==> config.mk <==
export PLATFORM = sky130hd
export DESIGN_NAME = teamd_async_serial_rx
export DESIGN_NICKNAME = d
export VERILOG_FILES = /design/src/rtl/teamd_async_serial_rx.sv
export SDC_FILE = /design/constraint.sdc
export NUM_CORES = 1
export LEC_CHECK = 0
export CAP_MARGIN = 5
export CORE_MARGIN = 2
export CORE_UTILIZATION = 65
export DETAILED_ROUTE_END_ITERATION = 10
export DONT_BUFFER_PORTS = 1
export PLACE_DENSITY = 0.81
export SETUP_SLACK_MARGIN = 0.2
export SYNTH_ARGS = -nofsm -noshare
export SYNTH_HDL_FRONTEND = slang
export SYNTH_SLANG_ARGS = --single-unit
==> constraint.sdc <==
create_clock -name CLK -period 2.4 [get_ports CLK]
set_input_delay 0.48 -clock CLK [delete_from_list [all_inputs] [get_ports CLK]]
set_output_delay 0.48 -clock CLK [all_outputs]
set_load 0.02 [all_outputs]
==> src/rtl/teamd_async_serial_rx.sv <==
// Oversampling asynchronous serial receiver: start qualification, LSB-first data, stop check.
// Define TEAMD_RX_PARITY_EN to add an even-parity bit after the data and the ParityErr port.
module teamd_async_serial_rx #(
  parameter int unsigned DATA_BITS  = 7,
  parameter int unsigned OVERSAMPLE = 16
) (
  input  logic                 CLK,
  input  logic                 RESET,
  input  logic                 Rx,
  output logic [DATA_BITS-1:0] iD,
  output logic                 iLoad,
  output logic                 FrameErr,
  output logic                 Busy
`ifdef TEAMD_RX_PARITY_EN
  ,
  output logic                 ParityErr
`endif
);

  localparam int unsigned TW = $clog2(OVERSAMPLE);
  localparam int unsigned BW = $clog2(DATA_BITS + 1);
  localparam logic [TW-1:0] TICK_MID = TW'(OVERSAMPLE / 2 - 1);
  localparam logic [TW-1:0] TICK_END = TW'(OVERSAMPLE - 1);
  localparam logic [BW-1:0] BIT_LAST = BW'(DATA_BITS - 1);

  typedef enum logic [2:0] {
    S_IDLE,
    S_START,
    S_DATA,
    S_STOP,
    S_BREAK
`ifdef TEAMD_RX_PARITY_EN
    ,
    S_PARITY
`endif
  } state_t;

  state_t               state, state_nxt;
  logic                 rx_meta, rxs;
  logic [TW-1:0]        tick, tick_nxt;
  logic [BW-1:0]        bit_idx, bit_idx_nxt;
  logic [DATA_BITS-1:0] shift, shift_nxt;
  logic [DATA_BITS-1:0] d_nxt;
  logic                 load_nxt, ferr_nxt;
`ifdef TEAMD_RX_PARITY_EN
  logic                 pbit, pbit_nxt;
  logic                 perr_nxt;
  logic                 par_bad;
`endif

  always_ff @(posedge CLK or negedge RESET) begin
    if (!RESET) begin
      rx_meta   <= 1'b1;
      rxs       <= 1'b1;
      state     <= S_IDLE;
      tick      <= '0;
      bit_idx   <= '0;
      shift     <= '0;
      iD        <= '0;
      iLoad     <= 1'b0;
      FrameErr  <= 1'b0;
`ifdef TEAMD_RX_PARITY_EN
      pbit      <= 1'b0;
      ParityErr <= 1'b0;
`endif
    end else begin
      rx_meta   <= Rx;
      rxs       <= rx_meta;
      state     <= state_nxt;
      tick      <= tick_nxt;
      bit_idx   <= bit_idx_nxt;
      shift     <= shift_nxt;
      iD        <= d_nxt;
      iLoad     <= load_nxt;
      FrameErr  <= ferr_nxt;
`ifdef TEAMD_RX_PARITY_EN
      pbit      <= pbit_nxt;
      ParityErr <= perr_nxt;
`endif
    end
  end

  always_comb begin
    state_nxt   = state;
    tick_nxt    = tick + 1'b1;
    bit_idx_nxt = bit_idx;
    shift_nxt   = shift;
    d_nxt       = iD;
    load_nxt    = 1'b0;
    ferr_nxt    = 1'b0;
    // Busy covers the detecting cycle itself, before the state register leaves IDLE.
    Busy        = (state != S_IDLE) || !rxs;
`ifdef TEAMD_RX_PARITY_EN
    pbit_nxt    = pbit;
    perr_nxt    = 1'b0;
    par_bad     = ^{shift, pbit};
`endif

    case (state)
      S_IDLE: begin
        tick_nxt = '0;
        if (!rxs) begin
          state_nxt = S_START;
          // The detecting cycle counts as tick 0, so START begins at tick 1.
          tick_nxt  = TW'(1);
        end
      end

      S_START: begin
        if (tick == TICK_MID) begin
          tick_nxt = '0;
          if (rxs) begin
            state_nxt = S_IDLE;
          end else begin
            state_nxt   = S_DATA;
            bit_idx_nxt = '0;
          end
        end
      end

      S_DATA: begin
        if (tick == TICK_END) begin
          tick_nxt    = '0;
          shift_nxt   = {rxs, shift[DATA_BITS-1:1]};
          bit_idx_nxt = bit_idx + 1'b1;
          if (bit_idx == BIT_LAST) begin
`ifdef TEAMD_RX_PARITY_EN
            state_nxt = S_PARITY;
`else
            state_nxt = S_STOP;
`endif
          end
        end
      end

`ifdef TEAMD_RX_PARITY_EN
      S_PARITY: begin
        if (tick == TICK_END) begin
          tick_nxt  = '0;
          pbit_nxt  = rxs;
          state_nxt = S_STOP;
        end
      end
`endif

      S_STOP: begin
        if (tick == TICK_END) begin
          tick_nxt = '0;
          if (rxs) begin
            state_nxt = S_IDLE;
`ifdef TEAMD_RX_PARITY_EN
            if (par_bad) begin
              perr_nxt = 1'b1;
            end else begin
              load_nxt = 1'b1;
              d_nxt    = shift;
            end
`else
            load_nxt = 1'b1;
            d_nxt    = shift;
`endif
          end else begin
            state_nxt = S_BREAK;
            ferr_nxt  = 1'b1;
`ifdef TEAMD_RX_PARITY_EN
            perr_nxt  = par_bad;
`endif
          end
        end
      end

      S_BREAK: begin
        tick_nxt = '0;
        if (rxs) state_nxt = S_IDLE;
      end

      default: begin
        state_nxt = S_IDLE;
        tick_nxt  = '0;
      end
    endcase
  end

endmodule

==> results.toml, run 1 <==
[status]
outcome = "completed"

[critical_path]
cp_max_fo = 11
cp-end-kind = "output pin"
crit_start = "state[0]"
critPathLaunchType = "register"
worstPathRequired_ns = 1.92
critPathSlowestCell = "dfrtp_1"
crit_chain = "nor2_1 -> nand3b_1"
worstSetupPathType = "reg2out"
r2r_start = "tick[0]"
crit_arrival_ns = 1.52
slowest_delay_ns = 0.55

[power_and_ir_drop]
p_leak_nw = 0.646
power.switching_uw = 361
p_per_area_mw_per_mm2 = 865
power.internal_uw = 823
seqPwrFrac_pct = 51.8
p_clk_share_pct = 25.9
p_sw_share_pct = 30.5
fin_total_pwr_mw = 1.18
p_comb_share_pct = 22.3
peakVddDrop_v = 0.000608

[placement]
place.gp.congestion = 0.829
portBuffers = 0
placed_area_mm2 = 0.00129
dpl.hpwl_um = 1380
place_ws_ns = 0.731

[logic_synthesis]
yosysWarnings = 0
synth_xor_area_share_pct = 2.72
synth_simple_gate_area_share_pct = 14.2
synth_compound_area_share_pct = 6.21
syn-num-nets = 102
synth_flop_cell = "dfrtp_1"
synthAdderAreaFrac_pct = 2.91
syn-cell-area_mm2 = 0.00129
synth-edff-count = 0
synthCells = 96
ys_async_sr_fraction_pct = 100
seq_area_frac_synth_pct = 54.6
yosysUniqueCellTypes = 35
synth_top_family_by_area = "multiplexers"
muxShareOfSynthArea_pct = 15.1
ys_seq_elements = 28
postSynthAreaPerCell_um2 = 13.4

[detailed_routing]
routed_wl_um = 1970
dr.pass1.iters = 4
postRouteAntennaNets = 0
wire_per_inst_um = 15.9
drcViolationCount = 0
viasPerCell = 5.90
drt_iter0_drc = 8
vias = 732

[worst_hold_path]
holdCritStartpoint = "Rx"
hp-class = "in2reg"

[floorplan]
core-area_mm2 = 0.00192
row_count = 16
io_pins = 13
fp.dieArea_mm2 = 0.00235
initial_core_util_pct = 67.1
die_height_um = 48.5
die_x_um = 48.5

[clock_network]
clock-sinks = 28
cts_max_level = 1
numCtsBuffers = 3
cts-root-buf = "clkbuf_4"
path_clk_slew_ns = 0.15
cts_tree = "yes"
clock_latency_ns = 0.33
postCtsSetupBuffers = 0
hold_buffers = 2
cts_max_path_buffers = 2
ctsResizeCount = 0

[global_route]
antenna_found_initial = 0
grt_max_degree = 29
grtUsageTotal_pct = 20.0
overflow = 0
grt_use_met2_pct = 30.6
grt_use_met1_pct = 26.4
grt_pass1_vias = 769
gr-usage-met3_pct = 6.48
grt.busiest_layer = "met2"
grt_first_pass_wirelength_um = 3570

[layout]
layout-drive-gt1-share_pct = 21.6
area_delta_synth_final_pct = 6.21
diodes = 0
postLayoutCellArea_mm2 = 0.00137
nets = 104

[timing]
rsz0062_at_grt = "false"
hold_viol = 0
tns_ns = 0
worst_slew_pin_slew_ns = 0.412
min_period_ns = 2.00
setup_viol = 0
clock_skew_ns = 0.0103
hold-worst-slack_ns = 0.119
timing.final.crit_share_pct = 83.2
layout_setup_ws_ns = 0.404
slew_headroom_pct = 72.6
slew_viol_final = 0
fmax_mhz = 501

[run]
cap_violations = 0
cells in the mapped netlist (2+ instances only):
master / instances / area share [%]
dfrtp_1: 26 / 50
mux2_1: 8 / 7.0
mux2_4: 7 / 8.2
nor2_1: 5 / 1.5
inv_1: 4 / 1.2
nand3_1: 4 / 1.6
ha_1: 3 / 2.9
a21oi_1: 2 / 0.78
buf_2: 2 / 0.78
buf_4: 2 / 1.2
dfstp_2: 2 / 4.1
nand2_1: 2 / 0.58
nor3_1: 2 / 0.78
nor3b_2: 2 / 1.9
o22ai_1: 2 / 0.97
or3_1: 2 / 0.97
xnor2_1: 2 / 1.4
xor2_1: 2 / 1.4
power by group through the flow:
stage	Clock (mW)	Sequential, mW	Combinational, mW
2_1_floorplan	0	0.577	0.262
3_3_place_gp	0	0.619	0.240
3_5_place_dp	0	0.619	0.251
4_1_cts	0.319	0.612	0.266
5_1_grt	0.336	0.625	0.295
6_report	0.307	0.613	0.264
cells in the final DEF (no fill, tap or decap):
cell type / synthesis / routed
dfstp_2: 2 / 2
a211oi_1: 1 / 1
nor4_1: 1 / 1
a2111oi_4: 1 / 1
nor2_1: 5 / 5
inv_1: 4 / 4
mux2_4: 7 / 7
dlygate4sd3_1: 0 / 1
buf_12: 0 / 1
mux2_1: 8 / 8
or3_1: 2 / 2
clkbuf_4: 0 / 3
a21oi_1: 2 / 2
nand4_4: 1 / 1
o21ai_1: 1 / 1
nand3_1: 4 / 4
nand2_2: 1 / 1
and2b_1: 1 / 1
o221ai_1: 1 / 1
nand2b_1: 1 / 1
xnor2_1: 2 / 2
xor2_1: 2 / 2
and3_1: 1 / 1
nor3b_2: 2 / 2
nor3_1: 2 / 2
nor3b_1: 1 / 1
o2bb2ai_1: 1 / 1
bufinv_16: 0 / 1
dfrtp_1: 26 / 26
nand2_1: 2 / 2
or3b_4: 1 / 1
o22ai_1: 2 / 2
nand4b_1: 1 / 1
ha_1: 3 / 3
nand3b_1: 1 / 1
inv_2: 1 / 1
critical path, delay by kind of cell (launching register included):
| kind | cells | cell delay, ns |
|---|---|---|
| DFF | 1 | 0.55 |
| and+or+nand+nor | 2 | 0.63 |
registers in the layout (all words and copies together), names as in the netlist:
register	flops
iLoad	1
shift	7
rx_meta	1
state	3
rxs	1
bit_idx	3
tick	4
iD	7
FrameErr	1
final cells by class:
cell class	instances	area [um2]
sequential	28	703
fill	137	553
multi-input combinational	58	531
tap	27	33.8
clock inverter	1	30.0
timing repair buffer	2	30.0
clock buffer	3	22.5
inverter	5	18.8
logic make-up (layout without fill, tap and decap cells):
family | Yosys count | count (layout)
AO/OA/AOI/OAI | 9 | 9
XOR/XNOR | 4 | 4
adder cells (fa/ha/maj) | 3 | 3
buffers and inverters | 10 | 11
flip-flops | 28 | 28
multiplexers | 15 | 15
AND/OR/NAND/NOR | 27 | 27
stage by stage:
stage	utilization (%)	std cells
after floorplan	-	96
after global placement	66.9	118
after detailed placement	66.9	118
after CTS	71.2	124
after global routing	71.2	124
final	71.2	124
metal layers:
layer / wire [um] / up-vias
met1: 906 / 368
li1: - / 339
met4: 58 / 0
met2: 922 / 18
met3: 86 / 7
met5: 0 / -
path summary, 6_finish.rpt:
kind                                 to  slack (ns)  cells past startpoint
worst max-delay path               Busy        0.40                      2
worst min-delay path            rx_meta        0.12                      0
worst max register to register    iD[1]        0.69                      4
worst min register to register      rxs        0.37                      0
max in group asynchronous       rx_meta        1.61                      2
min in group asynchronous       tick[3]        0.57                      2
Power figures use the tool's default switching activity.
==> run 2: changes to the inputs <==
--- a/config.mk
+++ b/config.mk
@@ -7,10 +7,10 @@
 export LEC_CHECK = 0
 export CAP_MARGIN = 5
 export CORE_MARGIN = 2
-export CORE_UTILIZATION = 65
+export CORE_UTILIZATION = 60
 export DETAILED_ROUTE_END_ITERATION = 10
 export DONT_BUFFER_PORTS = 1
-export PLACE_DENSITY = 0.81
+export PLACE_DENSITY = 0.76
 export SETUP_SLACK_MARGIN = 0.2
 export SYNTH_ARGS = -nofsm -noshare
 export SYNTH_HDL_FRONTEND = slang
==> constraint.sdc (replaced) <==
create_clock -name CLK -period 1.87 [get_ports CLK]
set_input_delay 0.374 -clock CLK [delete_from_list [all_inputs] [get_ports CLK]]
set_output_delay 0.374 -clock CLK [all_outputs]
set_load 0.02 [all_outputs]
==> run 2 against run 1 <==
Effect of this change: worst setup slack worse by 0.14 ns; power is 39% higher; sequential power is 27% higher; non-clock buffer count is 13 higher; flip-flop and latch count stayed put; wire length is 24% higher; register-to-register slack worse by 0.40 ns.
==> results.toml, run 2 (same netlist as run 1, synthesis figures left out) <==
[status]
outcome = "completed"

[timing]
clock_skew_ns = 0.00467
slew_viol_final = 0
worst_slew_pin_slew_ns = 0.364
rsz0062_at_grt = "false"
setup_viol = 0
hold_viol = 0
timing.final.crit_share_pct = 85.8
fmax_mhz = 623
min_period_ns = 1.60
slew_headroom_pct = 75.6
tns_ns = 0

[critical_path]
slowest_delay_ns = 0.43
worstSetupPathType = "reg2out"
cp_max_fo = 9
crit_arrival_ns = 1.23
critPathSlowestCell = "dfrtp_1"
worstPathRequired_ns = 1.50
cp-end-kind = "output pin"
critPathLaunchType = "register"
crit_chain = "buf_4 -> nand3b_1"

[detailed_routing]
vias = 807
wl_met3_um = 90
drt_iter0_drc = 10
wl_met1_um = 1020
drcViolationCount = 0
postRouteAntennaNets = 0
routed_wl_um = 2460
routed.top_layer = "met4"
dr_wl_met2_um = 1280
wire_per_inst_um = 17.9
dr.pass1.iters = 4
viasPerCell = 5.89

[global_route]
overflow = 0
grt_pass1_vias = 845
grtUsageTotal_pct = 21.1
grt_first_pass_wirelength_um = 3930
grt_max_degree = 29
antenna_found_initial = 0

[clock_network]
clock-sinks = 28
cts-root-buf = "clkbuf_4"
cts_tree = "yes"
cts_max_path_buffers = 2
path_clk_slew_ns = 0.15
numCtsBuffers = 3
clock_latency_ns = 0.33
cts_max_level = 1

[placement]
placed_area_mm2 = 0.00130
dpl.hpwl_um = 1610
place.gp.congestion = 0.815
portBuffers = 0
place_inst = 120

[layout]
final_cell_mix = "dfrtp_1 (24), buf_4 (11), mux2_1 (8)"
nets = 117
postLayoutCellArea_mm2 = 0.00147
area_delta_synth_final_pct = 14.3
final.fill_count = 131
reg_top3 = "iD x7, shift x7, tick x4"
utilization_pct = 73.6
diodes = 0
layoutNonFillerInstCount = 137
layout-drive-gt1-share_pct = 33.6
final_common_cell = "dfrtp_1"

[run]
cap_violations = 0

[floorplan]
initial_core_util_pct = 64.4
row_count = 16
io_pins = 13
fp.dieArea_mm2 = 0.00253
die_height_um = 50.3
core-area_mm2 = 0.00200
die_x_um = 50.3

[power_and_ir_drop]
peakVddDrop_v = 0.000744
fin_total_pwr_mw = 1.65
p_leak_nw = 0.703
p_per_area_mw_per_mm2 = 1120

[worst_hold_path]
hp-class = "reg2reg"
[run 2: changes by cell type in the layout (fill, tap and decap cells not counted), sizes merged]
cell         before  now
dlygate4sd3       1    2
clkbuf            3    4
buf               1   12
[run 2: what timing repair did]
item / 4_1_cts / 5_1_grt
pin swaps: 0 / 1
hold buffers: 2 / 1
endpoints found under the hold margin: 28 / 1
setup endpoints to repair: 8 / 17
setup buffers: 0 / 10
resized for setup: 2 / 2
[run 2: path summary, 6_finish.rpt]
path                       cells past startpoint     start  slack [ns]  endpoint
min reg2reg                                    0   rx_meta        0.37       rxs
max reg2reg                                    4   tick[0]        0.29     iD[2]
max in group asynchronous                      2     RESET        1.19   rx_meta
min in group asynchronous                      2     RESET        0.45  state[1]
min                                            0   rx_meta        0.37       rxs
max                                            2  state[2]        0.27      Busy
[run 2: through the flow]
stage / hold slack (ns) / setup slack [ns]
4_1_cts: 0.00433 / 0.215
3_3_place_gp: 0.0791 / 0.201
5_1_grt: 0.380 / 0.207
2_1_floorplan: 0.0784 / 0.337
6_report: 0.373 / 0.265
3_5_place_dp: 0.0789 / 0.155
[run 2: final cells by class]
class	count	area, um2	share of cell area, %
well taps	27	33.8	2.29
repair buffers	15	128	8.67
multi-input cells	58	534	36.3
flip-flops and latches	28	706	47.9
clock buffers	3	22.5	1.53
inverters	5	18.8	1.27
clock inverters	1	30.0	2.04
[run 2: critical path: cells and delay by family, from the launching register on]
kind | cells | cell delay, ns
flip-flops | 1 | 0.43
buffers and inverters | 1 | 0.18
AND/OR/NAND/NOR | 1 | 0.29
[run 2: metal layers]
layer,up-vias,GRT usage [%]
met5,-,0
met4,0,9.91
met3,11,3.27
met2,29,36.4
met1,405,25.8
li1,362,-
[run 2: power by group]
part,switching [mW],leakage (nW),total [mW],internal [mW]
registers,0.0912,0.369,0.776,0.685
clock network,0.178,0.0279,0.395,0.217
logic,0.247,0.306,0.477,0.229
total,0.516,0.703,1.65,1.13
==> run 3: changes to the inputs <==
--- a/config.mk
+++ b/config.mk
@@ -10,7 +10,7 @@
 export CORE_UTILIZATION = 60
 export DETAILED_ROUTE_END_ITERATION = 10
 export DONT_BUFFER_PORTS = 1
-export PLACE_DENSITY = 0.76
+export PLACE_DENSITY = 0.86
 export SETUP_SLACK_MARGIN = 0.2
 export SYNTH_ARGS = -nofsm -noshare
 export SYNTH_HDL_FRONTEND = slang
==> run 3 against run 2 <==
Effect of this change: clock-buffer cell count unchanged; wire length down 17%; flip-flop and latch count unchanged; hold slack worse by 0.34 ns; worst setup slack worse by 0.023 ns; power down 5.2%; core utilization down 3.1 points.
==> results.toml, run 3 (same netlist as run 1, synthesis figures left out) <==
[status]
outcome = "completed"

[global_route]
grt_pass1_vias = 767
grtUsageTotal_pct = 18.3
overflow = 0
grt_max_degree = 29
grt_first_pass_wirelength_um = 3480
antenna_found_initial = 0

[clock_network]
cts_max_level = 1
path_clk_slew_ns = 0.13
cts_max_path_buffers = 2
numCtsBuffers = 3
clock_latency_ns = 0.32
cts-root-buf = "clkbuf_4"
clock-sinks = 28
cts_tree = "yes"

[power_and_ir_drop]
p_leak_nw = 0.660
p_per_area_mw_per_mm2 = 1110
peakVddDrop_v = 0.00105

[critical_path]
critPathLaunchType = "register"
cp-end-kind = "output pin"
slowest_delay_ns = 0.48
crit_arrival_ns = 1.25
crit_chain = "buf_4 -> nand3b_1"
worstPathRequired_ns = 1.50
critPathSlowestCell = "dfrtp_2"
worstSetupPathType = "reg2out"
cp_max_fo = 7

[worst_hold_path]
hp-class = "in2reg"

[floorplan]
core-area_mm2 = 0.00200
fp.dieArea_mm2 = 0.00253
io_pins = 13
die_height_um = 50.3
die_x_um = 50.3
row_count = 16
initial_core_util_pct = 64.4

[placement]
portBuffers = 0
placed_area_mm2 = 0.00129
dpl.hpwl_um = 1420
place.gp.congestion = 0.811

[timing]
rsz0062_at_grt = "true"
worst_slew_pin_slew_ns = 0.363
slew_viol_final = 0
hold_viol = 0
slew_headroom_pct = 75.6
hold-worst-slack_ns = 0.0355
setup_viol = 0
timing.final.crit_share_pct = 87.1
tns_ns = 0
fmax_mhz = 614
clock_skew_ns = 0.00993
min_period_ns = 1.63

[layout]
final_common_cell = "dfrtp_1"
seq_area_um2 = 707
diodes = 0
final_cell_mix = "dfrtp_1 (23), mux2_1 (8), mux2_4 (7)"
area_delta_synth_final_pct = 9.51
postLayoutCellArea_mm2 = 0.00141
final.fill_count = 135
multiInputGateArea_um2 = 539
reg_top3 = "iD x7, shift x7, tick x4"
layout-drive-gt1-share_pct = 29.7
utilization_pct = 70.5
nets = 108

[detailed_routing]
vias = 717
drcViolationCount = 0
wire_per_inst_um = 15.9
postRouteAntennaNets = 0
drt_iter0_drc = 9
routed_wl_um = 2040
dr.pass1.iters = 4
viasPerCell = 5.60

[run]
cap_violations = 0
## run 3: timing repair
action | in CTS | in global routing
endpoints found under the hold margin | 28 | 0
buffers inserted | 3 | 0
resized for setup | 3 | 3
hold buffers | 2 | 0
endpoints found under the setup margin | 1 | 8
pin swaps | 0 | 0
## run 3: cell type report
cell class | count | area share (%)
Timing Repair Buffer | 6 | 4.26
Inverter | 5 | 1.33
Sequential cell | 28 | 50.1
Tap cell | 27 | 2.39
Clock buffer | 3 | 1.60
Multi-Input combinational cell | 58 | 38.2
Clock inverter | 1 | 2.13
## run 3: layer usage
layer | vias to the layer above | GRT usage [%] | routed length, um
met3 | 4 | 2.98 | 59
met1 | 352 | 26.1 | 994
met2 | 12 | 29.2 | 960
met5 | - | 0 | 0
li1 | 349 | - | -
met4 | 0 | 5.41 | 22
## run 3: through the flow
stage,power (mW),instances,worst slack [ns]
after global routing,1.63,128,0.186
after global placement,1.10,119,0.291
after CTS,1.56,128,0.202
after floorplan,1.08,96,0.337
after detailed placement,1.13,119,0.236
final,1.56,128,0.242
## run 3: report_power, final
part / total [mW] / internal (mW) / leakage, nW / switching [mW]
Sequential: 0.790 / 0.685 / 0.368 / 0.105
Combinational: 0.386 / 0.181 / 0.265 / 0.205
Clock: 0.385 / 0.217 / 0.0279 / 0.168
Total: 1.56 / 1.08 / 0.660 / 0.478
## run 3: critical path: cells and delay by family, from the launching register on
| family | cells | cell delay, ns |
|---|---|---|
| buf+inv | 1 | 0.18 |
| simple gates | 1 | 0.28 |
| flops | 1 | 0.48 |
## run 3: final timing paths
kind	cells after the start	end	slack (ns)	start
min in group asynchronous	2	iD[2]	0.46	RESET
hold / removal	0	rx_meta	0.04	Rx
hold reg to reg	0	rxs	0.37	rx_meta
setup reg to reg	4	iD[6]	0.30	tick[0]
setup / recovery	2	Busy	0.24	state[2]
max in group asynchronous	2	rxs	1.17	RESET
